## config.mk

```make
export PLATFORM = sky130hd
export DESIGN_NAME = pe_mac_drain
export DESIGN_NICKNAME = d
export VERILOG_FILES = /design/src/rtl/pe_mac_drain.sv
export SDC_FILE = /design/constraint.sdc
export NUM_CORES = 1
export LEC_CHECK = 0
export CORE_UTILIZATION = 58
export DETAILED_ROUTE_END_ITERATION = 7
export GPL_TIMING_DRIVEN = 0
export PLACE_DENSITY = 0.79
export SETUP_SLACK_MARGIN = 0.4
export SLEW_MARGIN = 40
export SYNTH_ARGS = -nofsm -noshare
export SYNTH_HDL_FRONTEND = slang
export SYNTH_SLANG_ARGS = --single-unit
```

## constraint.sdc

```tcl
create_clock -name clk -period 2.9 [get_ports clk]
set_clock_uncertainty 0.05 [all_clocks]
set_input_delay 0.435 -clock clk [delete_from_list [all_inputs] [get_ports clk]]
set_output_delay 0.435 -clock clk [all_outputs]
set_load 0.02 [all_outputs]
```

## src/rtl/pe_mac_drain.sv

```systemverilog
// Systolic MAC processing element: operand forwarding, double-buffered result, ordered column drain.
// Optional macro PE_SAT_EN: saturating accumulation with sticky err_sat (wrapping accumulation otherwise).
module pe_mac_drain #(
  parameter int D_W        = 8,
  parameter int ACC_W      = 2*D_W+4,
  parameter int SIGNED     = 0,
  parameter int FIFO_DEPTH = 4,
  parameter int UP_CNT     = 0
) (
  input  logic             clk,
  input  logic             rst_n,
  input  logic [D_W-1:0]   in_a,
  input  logic [D_W-1:0]   in_b,
  input  logic             in_en,
  input  logic             init,
  input  logic             flush,
  output logic [D_W-1:0]   out_a,
  output logic [D_W-1:0]   out_b,
  output logic             out_en,
  input  logic [ACC_W-1:0] in_data,
  input  logic             in_valid,
  output logic             in_ready,
  output logic [ACC_W-1:0] out_data,
  output logic             out_valid,
  input  logic             out_ready,
  output logic             err_ovr,
  output logic             err_sat
);

  localparam int P_W   = 2*D_W;
  localparam int AW    = $clog2(FIFO_DEPTH);
  localparam int CNT_W = (UP_CNT > 1) ? $clog2(UP_CNT) : 1;
  localparam logic [CNT_W-1:0] FWD_LAST = CNT_W'((UP_CNT > 0) ? UP_CNT-1 : 0);

  typedef enum logic {ST_LOCAL, ST_FWD} drain_state_t;

  function automatic logic [P_W-1:0] mul_op(input logic [D_W-1:0] a, input logic [D_W-1:0] b);
    logic [P_W-1:0] ea;
    logic [P_W-1:0] eb;
    if (SIGNED != 0) begin
      ea = {{D_W{a[D_W-1]}}, a};
      eb = {{D_W{b[D_W-1]}}, b};
    end else begin
      ea = {{D_W{1'b0}}, a};
      eb = {{D_W{1'b0}}, b};
    end
    return ea * eb;
  endfunction

  function automatic logic [ACC_W-1:0] ext_prod(input logic [P_W-1:0] p);
    logic [ACC_W-1:0] r;
    if (SIGNED != 0) r = ACC_W'($signed(p));
    else             r = ACC_W'(p);
    return r;
  endfunction

`ifdef PE_SAT_EN
  // Returns {clamped, value}; clamps to the ACC_W range of the configured signedness.
  function automatic logic [ACC_W:0] acc_add(input logic [ACC_W-1:0] a, input logic [ACC_W-1:0] p);
    logic [ACC_W:0] s;
    if (SIGNED != 0) begin
      s = {a[ACC_W-1], a} + {p[ACC_W-1], p};
      if (s[ACC_W] != s[ACC_W-1])
        return {1'b1, s[ACC_W], {(ACC_W-1){~s[ACC_W]}}};
    end else begin
      s = {1'b0, a} + {1'b0, p};
      if (s[ACC_W])
        return {1'b1, {ACC_W{1'b1}}};
    end
    return {1'b0, s[ACC_W-1:0]};
  endfunction
`else
  function automatic logic [ACC_W-1:0] acc_add(input logic [ACC_W-1:0] a, input logic [ACC_W-1:0] p);
    return a + p;
  endfunction
`endif

  // Operand forwarding: never stalled
  always_ff @(posedge clk or negedge rst_n) begin
    if (!rst_n) begin
      out_a  <= '0;
      out_b  <= '0;
      out_en <= 1'b0;
    end else begin
      out_a  <= in_a;
      out_b  <= in_b;
      out_en <= in_en;
    end
  end

  // Stage p1: product with beat controls
  logic [P_W-1:0]   prod_p1;
  logic             vld_p1, init_p1, flush_p1;
  logic [ACC_W-1:0] acc, res;
  logic             acc_live, res_full;
  logic             res_take;
  logic [ACC_W-1:0] sum_c;
  logic             complete, accept_res;

`ifdef PE_SAT_EN
  logic [ACC_W:0] add_c;
  logic           sat_hit;
  assign add_c   = acc_add(acc, ext_prod(prod_p1));
  assign sum_c   = add_c[ACC_W-1:0];
  assign sat_hit = add_c[ACC_W];
`else
  assign sum_c = acc_add(acc, ext_prod(prod_p1));
`endif

  // A completion is dropped only when res still holds an untaken word.
  assign complete   = acc_live & (vld_p1 ? init_p1 : flush_p1);
  assign accept_res = complete & (!res_full | res_take);

  always_ff @(posedge clk) begin
    prod_p1 <= mul_op(in_a, in_b);
    if (vld_p1)
      acc <= init_p1 ? ext_prod(prod_p1) : sum_c;
    if (accept_res)
      res <= acc;
  end

  // Stage p2: accumulator / result-buffer control
  always_ff @(posedge clk or negedge rst_n) begin
    if (!rst_n) begin
      vld_p1   <= 1'b0;
      init_p1  <= 1'b0;
      flush_p1 <= 1'b0;
      acc_live <= 1'b0;
      res_full <= 1'b0;
      err_ovr  <= 1'b0;
    end else begin
      vld_p1   <= in_en;
      init_p1  <= init;
      flush_p1 <= flush;
      if (vld_p1 & init_p1)
        acc_live <= 1'b1;
      else if (!vld_p1 & flush_p1)
        acc_live <= 1'b0;
      if (accept_res)
        res_full <= 1'b1;
      else if (res_take)
        res_full <= 1'b0;
      if (complete & !accept_res)
        err_ovr <= 1'b1;
    end
  end

`ifdef PE_SAT_EN
  always_ff @(posedge clk or negedge rst_n) begin
    if (!rst_n)
      err_sat <= 1'b0;
    else if (vld_p1 & !init_p1 & sat_hit)
      err_sat <= 1'b1;
  end
`else
  assign err_sat = 1'b0;
`endif

  // Upstream pass-through FIFO
  logic [ACC_W-1:0] mem [FIFO_DEPTH];
  logic [AW:0]      wr_ptr, rd_ptr;
  logic             fifo_full, fifo_empty, fifo_pop;
  logic [ACC_W-1:0] fifo_head;

  assign fifo_full  = (wr_ptr[AW] != rd_ptr[AW]) && (wr_ptr[AW-1:0] == rd_ptr[AW-1:0]);
  assign fifo_empty = (wr_ptr == rd_ptr);
  assign in_ready   = !fifo_full;
  assign fifo_head  = mem[rd_ptr[AW-1:0]];

  always_ff @(posedge clk) begin
    if (in_valid & in_ready)
      mem[wr_ptr[AW-1:0]] <= in_data;
  end

  always_ff @(posedge clk or negedge rst_n) begin
    if (!rst_n) begin
      wr_ptr <= '0;
      rd_ptr <= '0;
    end else begin
      if (in_valid & in_ready)
        wr_ptr <= wr_ptr + (AW+1)'(1);
      if (fifo_pop)
        rd_ptr <= rd_ptr + (AW+1)'(1);
    end
  end

  // Drain sequencer: local word first, then UP_CNT upstream words
  drain_state_t     state, state_n;
  logic [CNT_W-1:0] fwd_cnt, fwd_cnt_n;
  logic             load, can_load;
  logic [ACC_W-1:0] load_data;

  assign can_load = !out_valid | out_ready;

  always_comb begin
    state_n   = state;
    fwd_cnt_n = fwd_cnt;
    res_take  = 1'b0;
    fifo_pop  = 1'b0;
    load      = 1'b0;
    load_data = res;
    case (state)
      ST_LOCAL: begin
        if (res_full & can_load) begin
          res_take = 1'b1;
          load     = 1'b1;
          if (UP_CNT > 0)
            state_n = ST_FWD;
        end
      end
      ST_FWD: begin
        if (!fifo_empty & can_load) begin
          fifo_pop  = 1'b1;
          load      = 1'b1;
          load_data = fifo_head;
          if (fwd_cnt == FWD_LAST) begin
            state_n   = ST_LOCAL;
            fwd_cnt_n = '0;
          end else begin
            fwd_cnt_n = fwd_cnt + CNT_W'(1);
          end
        end
      end
      default: state_n = ST_LOCAL;
    endcase
  end

  always_ff @(posedge clk or negedge rst_n) begin
    if (!rst_n) begin
      state     <= ST_LOCAL;
      fwd_cnt   <= '0;
      out_data  <= '0;
      out_valid <= 1'b0;
    end else begin
      state   <= state_n;
      fwd_cnt <= fwd_cnt_n;
      if (load) begin
        out_data  <= load_data;
        out_valid <= 1'b1;
      end else if (out_ready) begin
        out_valid <= 1'b0;
      end
    end
  end

endmodule

```

After elaboration in Yosys (flattened, before gate mapping)
Memory sizes are Yosys's and may differ from the RTL's.
Cells that the tools add are included.
W data, S select, Z words.
- add/sub/neg operators: 4
- multiply operators: 1
- divide/modulo/power cells: 0
- $lt $le $gt $ge: 0
- equality and inequality tests: 3
- shift operators: 0
- mux-type cells: 21
- bitwise operators: 11
- reduce and logical (&&, ||, !) cells: 11
- operator list (cell ; count):
    $mux W20 ; 2
    $add A20 B16 Y20 ; 1
    $mux W1 ; 17
    $mul A8 B8 Y16 ; 1
    $mux W16 ; 1
    $and A1 B1 Y1 ; 8
    $add A3 B1 Y3 const B ; 2
    $logic_not A1 Y1 ; 6
    $reduce_bool A2 Y1 ; 3
    $eq A3 B3 Y1 ; 1
    $eq A2 B2 Y1 ; 1
    $or A1 B1 Y1 ; 2
    $pmux W1 S2 ; 1
    $reduce_and A2 Y1 ; 1
    $add A1 B1 Y1 const B ; 1
    $logic_and A1 B1 Y1 ; 1
    $ne A1 B1 Y1 ; 1
    $not A1 Y1 ; 1
- register bits: 107
- latch bits: 0
- RAM bits: 80
- memory bits (read-only): 0
- bits of input ports: 43
- output and inout port bits: 41
- logic and storage cells: 70
- memories kept: 1
- memory list (name ; words ; bits a word ; read ports ; clocked after Yosys merged registers in ; wr ports ; line ; RTL):
    mem ; 4 ; 20 ; 1 ; 0 ; 1 ; 160 ; logic [ACC_W-1:0] mem [FIFO_DEPTH];

Depth between registers and ports, before layout
Gate-level depths: netlist (run 1).
- word-level depth: 9
- mapped depth: 16
- depth with buffers taken out: 16

Worst setup path before layout (run 1)
OpenSTA, ideal clock, no wires.
- kind: input-to-reg
- start: input in_b[7]
- end: register prod_p1[15]
- setup time: 126 ps
- data arrival time: 3894 ps
- setup slack: -1170 ps
- stages on the path: 13
- path through: and2_1 fa_1 fa_1 fa_1 inv_1 fa_1 inv_1 ha_1 o21ai_0 a211oi_1 nor3_1 a311oi_1 xnor2_1
- word-level cells in the longest chain between the ends: 1
- ends and longest elaborated chain (item ; line ; RTL):
    from (decl) ; 13 ; input logic [D_W-1:0] in_b,
    $mul A8 B8 Y16 ; 47 ; return ea * eb;
    to (signal assigned) ; 115 ; prod_p1 <= mul_op(in_a, in_b);
    to (decl) ; 92 ; logic [P_W-1:0] prod_p1;
Every way passes these cells.
A chain may end at the register's enable or synchronous reset.

Worst setup path after layout (run 1)
- start: input in_a[2]
- end: register prod_p1[14]
- word-level cells in the longest chain between the ends: 1
- ends and longest elaborated chain (item ; line ; RTL):
    from (decl) ; 12 ; input logic [D_W-1:0] in_a,
    $mul A8 B8 Y16 ; 47 ;
Every way passes these cells.

==> results of run 1 <==
==> registers in the layout (all words and copies together), names as in the netlist <==
signal,flops
res_full,1
flush_p1,1
out_b,8
out_a,8
state,1
rd_ptr,3
wr_ptr,3
mem,80
prod_p1,16
out_data,20
res,20
acc_live,1
err_ovr,1
init_p1,1
out_valid,1
vld_p1,1
acc,20
==> path summary, 6_finish.rpt <==
path / start / endpoint / slack [ps] / cells after the start
max in group asynchronous: rst_n / vld_p1 / 1900 / 3
setup / recovery: in_a[2] / prod_p1[14] / -790 / 14
hold reg to reg: acc[4] / res[4] / 420 / 0
min in group asynchronous: rst_n / wr_ptr[0] / 410 / 2
setup reg to reg: acc[0] / acc[14] / 470 / 9
hold / removal: in_b[6] / out_b[6] / 80 / 1
==> metal layers <==
metal	wire length, um	vias to the layer above	GRT usage (%)
met2	11000	169	45.5
li1	-	2849	-
met1	8740	3082	31.4
met5	0	-	0
met4	514	0	10.2
met3	792	42	4.76
==> worst reg2reg max path, cell delays in order, from the launching register on <==
cell       delay (ps)
edfxtp_1          430
ha_4              200
inv_2              60
fa_2              240
nor2b_4            50
o31a_1            350
o2111a_2          330
o2111ai_2         200
mux2i_1           220
nor2_1             70
==> final cells by class <==
type                    count  area [sq um]
flip-flops and latches    186          5180
multi-input cells         464          4460
fillers                  1034          4100
repair buffers            102          1050
clock buffers              20           447
well taps                 216           270
inverters                  70           265
clock inverters            12           138
plain buffers              18          93.8
==> cells by family after synthesis <==
kind of cell             count (synthesis)  share of synthesized area (%)
flip-flops                             186                           54.0
AND/OR/NAND/NOR                        184                           9.75
AO/OA/AOI/OAI                          109                           7.25
adder cells (fa/ha/maj)                 94                           15.2
buffers and inverters                   88                           3.57
multiplexers                            49                           7.80
XOR/XNOR                                27                           2.47
other                                    1                         0.0391
==> what timing repair did <==
item                                    CTS  global route
buffers inserted                         10             8
pin swaps                                21            21
endpoints found under the setup margin   17            21
resized for setup                       130            37
hold buffers                              1             0
hold endpoints to repair                 25             0
==> cells in the final DEF (no fill, tap or decap), drive strengths merged, types with 3 or more instances in the layout <==
master | synthesis | final
nand2 | 47 | 47
buf | 7 | 42
mux4 | 20 | 20
fa | 37 | 37
nand3 | 8 | 8
clkinv | 1 | 4
o21a | 4 | 4
edfxtp | 120 | 120
a21oi | 38 | 38
clkbuf | 11 | 32
dfrtp | 50 | 50
nand3b | 3 | 3
clkdlybuf4s50 | 0 | 64
xnor2 | 16 | 16
o21ai | 26 | 26
dfxtp | 16 | 16
mux2 | 6 | 6
o21bai | 5 | 5
a21o | 5 | 5
nor2 | 44 | 44
and2 | 55 | 55
inv | 69 | 75
o211ai | 4 | 4
ha | 57 | 57
nor3 | 5 | 5
xor2 | 11 | 11
mux2i | 23 | 23
a211oi | 5 | 5
and3 | 8 | 8
nor2b | 7 | 7
==> stage by stage <==
step,cell area (sq um),power (W),TNS [ps],util (%)
after CTS,11700,0.0111,-5410,73.0
after global placement,10800,0.00819,-27530,67.8
after detailed placement,10900,0.00841,-15710,68.0
after global routing,11900,0.0120,-6430,74.4
after floorplan,9760,0.00711,-5640,-
final,11900,0.0114,-5550,74.4
==> power groups by stage <==
stage,clock (W),sequential (W),combinational [W]
after CTS,0.00234,0.00399,0.00473
after global placement,0,0.00400,0.00419
after global routing,0.00244,0.00404,0.00555
after detailed placement,0,0.00404,0.00438
after floorplan,0,0.00410,0.00301
final,0.00232,0.00399,0.00509
==> results.cfg, run 1 <==
[setup_path]
path_class = in -> reg
cp_common_cell = fa_1
worstPathCellList = buf_12 -> and2_4 -> fa_1 -> fa_1 -> fa_1 -> inv_2 -> fa_1 -> inv_2 -> ha_4 -> o21ai_4 -> a21oi_4 -> o41ai_4 -> o31ai_2 -> xor2_1
crit_path_max_incr_delay_ps = 560
critPathBufInv = 3
worstPathArrival_ps = 3990
crit_required_ps = 3200
cp-end-kind = flop
crit_path_start_kind = primary input
cpMaxStageDelayCell = fa_1
cpLargestDelayFamily = adder cells
path_max_fanout = 5

[synthesis]
syn_inst = 738
syn-cell-area_sq_um = 9590
synth.top_cells.by_area = edfxtp_1 (38%), dfrtp_1 (13%), fa_1 (7.7%)
ys_seq_area_share_pct = 54.0
avgSynthCellArea_sq_um = 13.0
yosysMostFrequentCell = edfxtp_1
synth-edff-count = 120
ys_types = 57
async_flop_share_pct = 26.9
yosys.area.top_type = edfxtp_1
synth_flop_cell = edfxtp_1
yosys_warnings = 0
synth_commonest_cells = edfxtp_1 (120), inv_1 (69), ha_1 (57)
syn-num-nets = 875
synth.ff_latch_count = 186
yosys.area.top_type_share_pct = 37.6

[pwr]
p_int_w = 0.00727
sw_frac_of_total_pct = 36.3
p_sw_w = 0.00413
p_comb_share_pct = 44.6
max-vdd-ir-drop_mv = 0.567
clkPwrFrac_pct = 20.4
powerDensity_nw_per_um2 = 958
seq_power_share_pct = 35.0
p_leak_nw = 4.87

[grt]
grt_pass1_wl_um = 32600
gr-total-overflow = 0
globalRouteTotalUtil_pct = 25.8
grt_max_degree = 27
antenna_found_initial = 0
grt_pass1_vias = 6434

[route]
via_per_inst = 5.65
drt_iter0_markers = 363
drt_pass1_iterations = 5
routed_wl_um = 21100
routedWlPerCell_um = 19.4
postRouteAntennaNets = 0
drc = 0
vias = 6142

[placed_design]
portBuffers = 82
place_congestion = 0.875
post-place-ws_ps = -1820
dp.cells = 1037
dp_hpwl_um = 14600

[final_layout]
antennaDiodeCount = 0
area_delta_synth_final_pct = 24.1
layout-drive-gt1-share_pct = 20.5
fin_cells = 1088
nets = 996

[timing]
period_needed_ps = 3690
finalHoldViolCount = 0
tightestPinTransition_ps = 752
setup_slack_ps = -785
timing.final.crit_share_pct = 127
setup_viol = 10
holdWs_ps = 78.7
rsz0062_at_grt = true
fmaxAchievable_mhz = 271
slew_violations = 0
relSlewSlack_pct = 49.9

[cts]
clock_latency_ps = 430
ctsHtreeMaxLevel = 4
cts_tree = built
numCtsBuffers = 17
cts-root-buf = clkbuf_16
numClockSinks = 186
cts.path.max_buffers = 2
clkTransAtPathRegs_ps = 70

[outcome]
status = finished with violations
violations = setup timing

[die]
chipWidth_um = 131
initial_core_util_pct = 59.9
die_h_um = 131
rows = 46
fp.coreArea_sq_um = 16000
die_area_sq_um = 17100
boundaryPins = 84

[worst_hold_path]
hp-class = in -> reg

[flow_run]
maxCapViolCount = 0
No activity file was read; power rests on OpenSTA's default activity.
==> run 2: changes to the inputs <==
--- a/config.mk
+++ b/config.mk
@@ -5,11 +5,13 @@
 export SDC_FILE = /design/constraint.sdc
 export NUM_CORES = 1
 export LEC_CHECK = 0
+export CAP_MARGIN = 25
 export CORE_UTILIZATION = 58
 export DETAILED_ROUTE_END_ITERATION = 7
 export GPL_TIMING_DRIVEN = 0
 export PLACE_DENSITY = 0.79
 export SETUP_SLACK_MARGIN = 0.4
+export SKIP_CTS_REPAIR_TIMING = 1
 export SLEW_MARGIN = 40
 export SYNTH_ARGS = -nofsm -noshare
 export SYNTH_HDL_FRONTEND = slang
==> results.cfg, run 2 (synthesis gave the netlist of run 1 again) <==
[outcome]
status = finished with violations
violations = setup timing

[timing]
setup_slack_ps = -816
slew_violations = 0
setup_viol = 10
timing.final.crit_share_pct = 128
tightestPinTransition_ps = 752
relSlewSlack_pct = 49.8
rsz0062_at_grt = true
period_needed_ps = 3720
fmaxAchievable_mhz = 269
finalHoldViolCount = 0

[worst_hold_path]
hp-class = in -> reg
hold_start = in_b[6]

[cts]
cts_tree = built
clkTransAtPathRegs_ps = 70
numClockSinks = 186
cts.path.max_buffers = 2
ctsHtreeMaxLevel = 4
cts-root-buf = clkbuf_16
numCtsBuffers = 17
clock_latency_ps = 430

[grt]
gr-usage-met1_pct = 31.1
antenna_found_initial = 0
grt_max_degree = 27
globalRouteTotalUtil_pct = 25.5
use_met2_pct = 44.8
gr-total-overflow = 0
grt_pass1_wl_um = 32200
grt_use_met3_pct = 4.80
grt_pass1_vias = 6351
top_usage_layer = met2

[flow_run]
maxCapViolCount = 0

[placed_design]
place_congestion = 0.875
dp_hpwl_um = 14600
portBuffers = 82
post-place-ws_ps = -1820
dp.cells = 1037

[setup_path]
cp-end-kind = flop
crit_required_ps = 3190
path_max_fanout = 8
reg2reg_from = acc[6]
worstPathArrival_ps = 4010
crit_path_start_kind = primary input
path_class = in -> reg
cp-startpoint = in_b[6]

[pwr]
max-vdd-ir-drop_mv = 0.603
p_leak_nw = 4.84
powerDensity_nw_per_um2 = 955

[die]
fp.coreArea_sq_um = 16000
die_area_sq_um = 17100
die_h_um = 131
rows = 46
chipWidth_um = 131
boundaryPins = 84
initial_core_util_pct = 59.9

[route]
routed_wl_um = 20900
routedWlPerCell_um = 19.2
drc = 0
drt_iter0_markers = 374
via_per_inst = 5.65
vias = 6149
postRouteAntennaNets = 0
drt_pass1_iterations = 5

[final_layout]
antennaDiodeCount = 0
fin_cells = 1088
nets = 996
layout_commonest_cell = edfxtp_1
layout-drive-gt1-share_pct = 20.0
area_delta_synth_final_pct = 23.6
final_cell_mix = edfxtp_1 (120), clkdlybuf4s50_1 (64), inv_1 (62)
largest_reg_flops = 80
[run 2: per-layer routing]
| metal | share of wire [%] | vias to the layer above |
|---|---|---|
| li1 | - | 2851 |
| met1 | 40 | 3070 |
| met2 | 52 | 190 |
| met3 | 5.0 | 38 |
| met4 | 2.3 | 0 |
| met5 | 0 | - |
[run 2: critical path, cell delays in order]
cell	delay (ps)
buf_12	110
and2_4	150
fa_1	550
fa_1	450
fa_1	550
inv_2	50
fa_1	520
inv_2	50
ha_4	280
o21ai_4	90
a211oi_4	250
nor3_2	80
a311oi_2	260
xnor2_1	180
[run 2: final timing paths]
check	endpoint	slack (ps)	cells past startpoint
worst max-delay path	prod_p1[15]	-820	14
worst min-delay path	out_b[6]	80	1
worst max register to register	acc[17]	440	6
worst min register to register	res[12]	420	0
max in group asynchronous	vld_p1	1900	3
min in group asynchronous	wr_ptr[0]	420	2
[run 2: layout make-up]
cell class | count | area, sq um
Buffer | 18 | 93.8
Clock buffer | 20 | 447
Clock inverter | 12 | 138
Fill cell | 1052 | 4140
Inverter | 70 | 263
Multi-Input combinational cell | 464 | 4460
Sequential cell | 186 | 5180
Tap cell | 216 | 270
Timing Repair Buffer | 102 | 1010
[run 2: through the flow]
| step | power [W] | hold slack (ps) | utilization, % | instance area [sq um] | TNS [ps] |
|---|---|---|---|---|---|
| final | 0.0113 | 76.7 | 74.1 | 11900 | -5300 |
| after floorplan | 0.00711 | 89.4 | - | 9760 | -5640 |
| after detailed placement | 0.00841 | 320 | 68.0 | 10900 | -15710 |
| after CTS | 0.0108 | -135 | 71.6 | 11500 | -10440 |
| after global routing | 0.0119 | 66.4 | 74.1 | 11900 | -6210 |
| after global placement | 0.00819 | 396 | 67.8 | 10800 | -27530 |
[run 2: report_power, final]
part	total [W]	internal (W)	switching, W
logic	0.00501	0.00227	0.00273
registers	0.00400	0.00363	0.000368
clock network	0.00232	0.00131	0.00101
total	0.0113	0.00721	0.00411
